<file path="src/rtl/alu_seq.sv">
// rtl/alu_seq.sv - multi-cycle ALU: one-cycle add/sub, iterative multiply and restoring divide
//
// Purpose: sequential successor of the combinational ALU. It sits between the register
//   file and writeback. The control FSM stalls while busy is high.
//   Optional macro ALU_SEQ_RESTO_EN adds the divide remainder output 'resto'.
// Ports:
//   clk, rst       clock (rising edge), asynchronous active-high reset
//   start          request, accepted when busy=0 (IDLE or DONE state)
//   opCode         00 ADD, 01 MUL, 10 DIV (unsigned), 11 SUB
//   a, b, ci       operands, sampled on accept; ci is used by ADD only
//   busy           high while the iterative engine runs (CALC state)
//   done           one-cycle pulse; out/flags are valid from this cycle on
//   out            result, held until the next result is committed
//   negativo, cero, acarreo, desbordamiento   registered flags
//   resto          (ALU_SEQ_RESTO_EN only) divide remainder
module alu_seq #(
  parameter int WIDTH = 32
) (
  input  logic             clk,
  input  logic             rst,
  input  logic             start,
  input  logic [1:0]       opCode,
  input  logic [WIDTH-1:0] a,
  input  logic [WIDTH-1:0] b,
  input  logic             ci,
  output logic             busy,
  output logic             done,
  output logic [WIDTH-1:0] out,
  output logic             negativo,
  output logic             cero,
  output logic             acarreo,
`ifdef ALU_SEQ_RESTO_EN
  output logic             desbordamiento,
  output logic [WIDTH-1:0] resto
`else
  output logic             desbordamiento
`endif
);

  localparam int CW = $clog2(WIDTH);

  localparam logic [1:0] OP_ADD = 2'b00;
  localparam logic [1:0] OP_MUL = 2'b01;
  localparam logic [1:0] OP_DIV = 2'b10;
  localparam logic [1:0] OP_SUB = 2'b11;

  typedef enum logic [1:0] {IDLE, CALC, DONE} state_t;

  state_t               state;
  logic [CW-1:0]        count;
  logic [1:0]           op_q;
  logic [2*WIDTH-1:0]   p;      // MUL product accumulator
  logic [WIDTH-1:0]     x;      // MUL multiplier (shifts right) / DIV dividend->quotient (shifts left)
  logic [WIDTH-1:0]     y;      // multiplicand / divisor, held for the whole operation
  logic [WIDTH-1:0]     r;      // DIV partial remainder

  logic [2*WIDTH-1:0]   addend;
  logic [2*WIDTH-1:0]   p_n;
  logic [WIDTH:0]       shifted;
  logic [WIDTH:0]       diff;
  logic                 qbit;
  logic [WIDTH-1:0]     x_n;
  logic [WIDTH-1:0]     r_n;
  logic [WIDTH:0]       sum_add;
  logic [WIDTH:0]       sum_sub;
  logic                 last;
  logic                 go_calc;
  logic                 commit;
  logic [WIDTH-1:0]     fin_out;
  logic                 fin_c;
  logic                 fin_v;
`ifdef ALU_SEQ_RESTO_EN
  logic [WIDTH-1:0]     fin_r;
`endif

  always_comb begin
    // One partial product per cycle, weighted by the current bit position.
    addend  = x[0] ? ({{WIDTH{1'b0}}, y} << count) : '0;
    p_n     = p + addend;

    // Restoring divide step: bring in the next dividend bit, try subtracting the divisor.
    shifted = {r, x[WIDTH-1]};
    diff    = shifted - {1'b0, y};
    qbit    = ~diff[WIDTH];

    if (op_q == OP_MUL) begin
      x_n = x >> 1;
      r_n = r;
    end else begin
      x_n = {x[WIDTH-2:0], qbit};
      r_n = qbit ? diff[WIDTH-1:0] : shifted[WIDTH-1:0];
    end

    sum_add = {1'b0, a} + {1'b0, b} + {{WIDTH{1'b0}}, ci};
    sum_sub = {1'b0, a} - {1'b0, b};   // top bit is the borrow

    last    = (count == CW'(WIDTH - 1));
    go_calc = (opCode == OP_MUL) || ((opCode == OP_DIV) && (b != '0));
    commit  = (state == CALC) ? last : (start && !go_calc);

    fin_out = '0;
    fin_c   = 1'b0;
    fin_v   = 1'b0;
`ifdef ALU_SEQ_RESTO_EN
    fin_r   = '0;
`endif
    if (state == CALC) begin
      if (op_q == OP_MUL) begin
        fin_out = p_n[WIDTH-1:0];
        fin_c   = |p_n[2*WIDTH-1:WIDTH];
        fin_v   = |p_n[2*WIDTH-1:WIDTH];
      end else begin
        fin_out = x_n;
`ifdef ALU_SEQ_RESTO_EN
        fin_r   = r_n;
`endif
      end
    end else begin
      case (opCode)
        OP_ADD: begin
          fin_out = sum_add[WIDTH-1:0];
          fin_c   = sum_add[WIDTH];
          fin_v   = (a[WIDTH-1] == b[WIDTH-1]) && (sum_add[WIDTH-1] != a[WIDTH-1]);
        end
        OP_SUB: begin
          fin_out = sum_sub[WIDTH-1:0];
          fin_c   = ~sum_sub[WIDTH];
          fin_v   = (a[WIDTH-1] != b[WIDTH-1]) && (sum_sub[WIDTH-1] != a[WIDTH-1]);
        end
        OP_DIV: begin
          // Only reached with b==0: divide-by-zero short cut, no iterations.
          fin_out = '1;
          fin_v   = 1'b1;
`ifdef ALU_SEQ_RESTO_EN
          fin_r   = a;
`endif
        end
        default: ;
      endcase
    end
  end

  always_ff @(posedge clk or posedge rst) begin
    if (rst) begin
      state          <= IDLE;
      busy           <= 1'b0;
      done           <= 1'b0;
      count          <= '0;
      op_q           <= OP_ADD;
      p              <= '0;
      x              <= '0;
      y              <= '0;
      r              <= '0;
      out            <= '0;
      negativo       <= 1'b0;
      cero           <= 1'b0;
      acarreo        <= 1'b0;
      desbordamiento <= 1'b0;
`ifdef ALU_SEQ_RESTO_EN
      resto          <= '0;
`endif
    end else begin
      done <= 1'b0;
      case (state)
        CALC: begin
          p     <= p_n;
          x     <= x_n;
          r     <= r_n;
          count <= count + CW'(1);
          if (last) begin
            state <= DONE;
            busy  <= 1'b0;
            done  <= 1'b1;
          end
        end
        default: begin
          // IDLE and DONE both accept; accepting in DONE gives back-to-back operation.
          if (start) begin
            op_q <= opCode;
            if (go_calc) begin
              state <= CALC;
              busy  <= 1'b1;
              count <= '0;
              p     <= '0;
              x     <= a;
              y     <= b;
              r     <= '0;
            end else begin
              state <= DONE;
              done  <= 1'b1;
            end
          end else begin
            state <= IDLE;
          end
        end
      endcase

      if (commit) begin
        out            <= fin_out;
        negativo       <= fin_out[WIDTH-1];
        cero           <= ~|fin_out;
        acarreo        <= fin_c;
        desbordamiento <= fin_v;
`ifdef ALU_SEQ_RESTO_EN
        resto          <= fin_r;
`endif
      end
    end
  end

endmodule

</file>
<file path="config.mk">
export PLATFORM = sky130hd
export DESIGN_NAME = alu_seq
export DESIGN_NICKNAME = d
export VERILOG_FILES = /design/src/rtl/alu_seq.sv
export SDC_FILE = /design/constraint.sdc
export NUM_CORES = 1
export LEC_CHECK = 0
export ABC_AREA = 1
export BUFFER_PORTS_ARGS = -buffer_cell sky130_fd_sc_hd__buf_2
export CORE_ASPECT_RATIO = 0.7
export CORE_MARGIN = 8
export CORE_UTILIZATION = 40
export DETAILED_ROUTE_END_ITERATION = 8
export SLEW_MARGIN = 10
export SYNTH_ARGS = -nofsm -noshare
export SYNTH_HDL_FRONTEND = slang
export SYNTH_SLANG_ARGS = --single-unit
</file>
<file path="constraint.sdc">
create_clock -name clk -period 7.3 [get_ports clk]
set_clock_uncertainty 0.2 [all_clocks]
set_input_delay 0.73 -clock clk [delete_from_list [all_inputs] [get_ports clk]]
set_output_delay 0.73 -clock clk [all_outputs]
set_load 0.03 [all_outputs]
</file>
==> results.py <==
metrics = {
    "layout": {
        "final_layout_size_suffix_gt1_frac": 0.0684,
        "final_area_um2": 26000,
        "multiInputGateArea_um2": 15400,
        "flow.area_growth_from_synthesis_pct": 9.02,
        "seq_area_um2": 5160,
        "finalNetCount": 4342,
        "nFillCells": 6572,
    },
    "place": {
        "gp_congestion": 1.06,
        "dp_hpwl_mm": 84.3,
        "portBuffers": 107,
        "placed_area_um2": 25000,
    },
    "cts": {
        "cts-hold-fix-buffers": 0,
        "htreeDepth": 1,
        "ctsResizeCount": 0,
        "cts_setup_buffers": 0,
        "clockBufferDepth": 3,
        "cts_made_buffers": 26,
        "cts_root_buf": "clkbuf_16",
        "insertion_delay_ns": 0.58,
        "cts_tree": "yes",
        "cts.sinks": 206,
        "cts.reportedPaths.clkPinSlew_ns": 0.06,
    },
    "logic_synthesis": {
        "synth_top_family_by_area": "simple AND/OR/NAND/NOR gates",
        "yosysMostFrequentCell": "nand2_1",
        "synthCells": 4075,
        "synth_top_area_share": 0.216,
        "synthTopCellsByCount": "1365 x nand2_1, 705 x inv_1, 322 x nor2_1, 290 x o21ai_0, 233 x nand3_1",
        "synth_nets": 4314,
        "synthAdderAreaFrac": 0.0904,
        "synth_warnings": 0,
        "muxShareOfSynthArea": 0.0143,
        "synth_top_area_cell": "dfrtp_1",
        "ys.flop_type": "dfrtp_1",
        "synth_seq_cells": 206,
        "synth_simple_gate_area_frac": 0.362,
        "synth_edf_count": 0,
        "ys_top_cells_by_area": "dfrtp_1 22%, nand2_1 22%, inv_1 11%",
        "synthXorXnorAreaFrac": 0.0180,
        "synth.avg_cell_area_um2": 5.84,
        "async_flop_share": 1.00,
        "synth_compound_area_frac": 0.162,
        "syn_area_um2": 23800,
        "yosysUniqueCellTypes": 50,
        "ys_seq_area_frac": 0.216,
    },
    "sta": {
        "rsz0062_at_grt": "false",
        "final_max_slew_viol_count": 0,
        "post-route-min-period_ns": 6.14,
        "setup_viol": 0,
        "hold_viol_final": 0,
        "fmax_mhz": 163,
        "slew_headroom": 0.264,
        "tightest_slew_ns": 1.09,
        "fin_setup_tns_ns": 0,
        "fin_crit_sh": 0.841,
    },
    "worst_setup_path": {
        "crit_buf_inv": 3,
        "path_class": "reg2reg",
        "critPathMaxStageDelay_ns": 0.75,
        "worstPathArrival_ns": 6.39,
        "cp-start-kind": "flop",
        "cpMostUsedCell": "nand2_1",
        "cp_cell_sequence": "clkinv_1 > buf_4 > mux2i_1 > inv_1 > nand2_1 > o21ai_0 > o21ai_0 > o22ai_1 > ha_1 > nand2_1 > nor2_1 > nand2_1 > nor4_1 > nand2_1 > nand3_1 > nand2_1 > nor2_1 > nand2_1 > nor2_1 > nand3_1 > nand2_1 > nand2_1 > nand2_1 > nand2_1",
        "crit_family": "simple AND/OR/NAND/NOR gates",
        "critPathMaxFanout": 23,
        "crit_required_ns": 7.55,
        "cp_slowest_cell": "dfrtp_1",
        "cp-end-kind": "flop",
    },
    "global_routing": {
        "grt_pass1_vias": 24100,
        "track_usage": 0.294,
        "grt-ovfl-total": 0,
        "antenna_found_initial": 5,
        "grt_max_degree": 96,
        "grt_pass1_wl_mm": 152,
    },
    "flow_run": {
        "maxCapViolations": 0,
    },
    "worst_hold_path": {
        "hold_path.class": "in2async",
    },
    "pwr": {
        "peakVddDrop_mv": 0.401,
        "power_density_nw_per_um2": 409,
        "p_leak_nw": 14.3,
    },
    "route": {
        "viasPerCell": 5.38,
        "drt_wl_total_mm": 102,
        "detail-route-antenna-nets": 0,
        "avgRoutedWirePerCell_um": 20.7,
        "drc_errors": 0,
        "firstDrtPassIters": 8,
        "vias": 26500,
        "drt_iter0_markers": 3735,
    },
    "floorplan": {
        "rows": 75,
        "core_um2": 59400,
        "io_pins": 108,
        "die_height_um": 220,
        "start_util": 0.401,
        "die_area_um2": 67700,
        "dieWidth_um": 308,
    },
    "status": {
        "status": "completed",
    },
}
## logic make-up (layout without fill, tap and decap cells)
logic type / after synthesis / in the layout
compound gates: 673 / 673
xor+xnor: 49 / 49
simple gates: 2087 / 2087
fa+ha+maj: 169 / 169
other cells: 0 / 2
buf+inv: 857 / 905
mux: 34 / 34
flops: 206 / 206
## layout by cell type, fill, tap and decap left out, drive strengths merged
cell,n
fa,5
o21a,3
diode,2
a22o,33
a221o,7
xor2,24
nand4,38
o2111ai,3
nand3b,13
a21boi,5
o211ai,34
a31oi,22
clkbuf,34
nor4,8
a32o,7
or2,7
ha,164
a21o,5
buf,131
nand3,242
o21bai,17
inv,720
and3,1
clkinv,14
bufinv,5
dfrtp,206
o221ai,2
and2,3
o22ai,51
a22oi,3
clkinvlp,1
a41oi,1
a21oi,183
nor2,364
o21ai,297
nand2,1391
mux2i,34
nor3,20
xnor2,25
## per-layer routing
layer  routed length, um  vias up  track usage
met5                  10        -            0
met2               37300     1308        0.387
met4                2040        2       0.0590
met1               48200    12200        0.444
met3               14700      121        0.110
li1                    -    13000            -
## final timing paths
check | start | to | slack (ns) | depth (start not counted)
max | count[1] | acarreo | 1.16 | 24
min reg2reg | out[3] | out[3] | 0.28 | 2
min | rst | out[3] | 0.06 | 2
max reg2reg | count[1] | acarreo | 1.16 | 24
min in group clk | b[2] | y[2] | 0.22 | 3
max in group asynchronous | rst | count[0] | 5.37 | 3
## stage by stage
| step | hold WS [ns] | instances | util | power, W | worst slack, ns |
|---|---|---|---|---|---|
| 2_1_floorplan | 0.256 | 4075 | - | 0.00667 | 0.746 |
| 3_3_place_gp | 0.256 | 4883 | 0.421 | 0.00892 | 1.34 |
| 3_5_place_dp | 0.265 | 4883 | 0.421 | 0.00891 | 1.45 |
| 4_1_cts | 0.130 | 4931 | 0.437 | 0.0104 | 1.41 |
| 5_1_grt | 0.151 | 4931 | 0.437 | 0.0113 | 0.713 |
| 6_report | 0.0600 | 4933 | 0.437 | 0.0106 | 1.16 |
## sequential cells by signal (all words and copies together) (netlist names), 2 cells and up
register  cells
p            64
state         2
count         5
x            32
out          32
y            32
r            32
op_q          2
## layout make-up
cell class / instances / share of cell area
sequential: 206 / 0.199
inverter: 726 / 0.105
clock inverter: 14 / 0.00848
clock buffer: 34 / 0.0278
antenna: 2 / 0.000193
timing repair buffer: 131 / 0.0276
multi-input combinational: 3012 / 0.593
tap: 808 / 0.0389
## report_power, final
part           switching (W)  internal (W)  leakage, nW
clock               0.000579      0.000876        0.460
sequential          0.000361       0.00161         2.63
combinational        0.00507       0.00212         11.2
total                0.00601       0.00460         14.3
No activity file was read; power rests on OpenSTA's default activity.
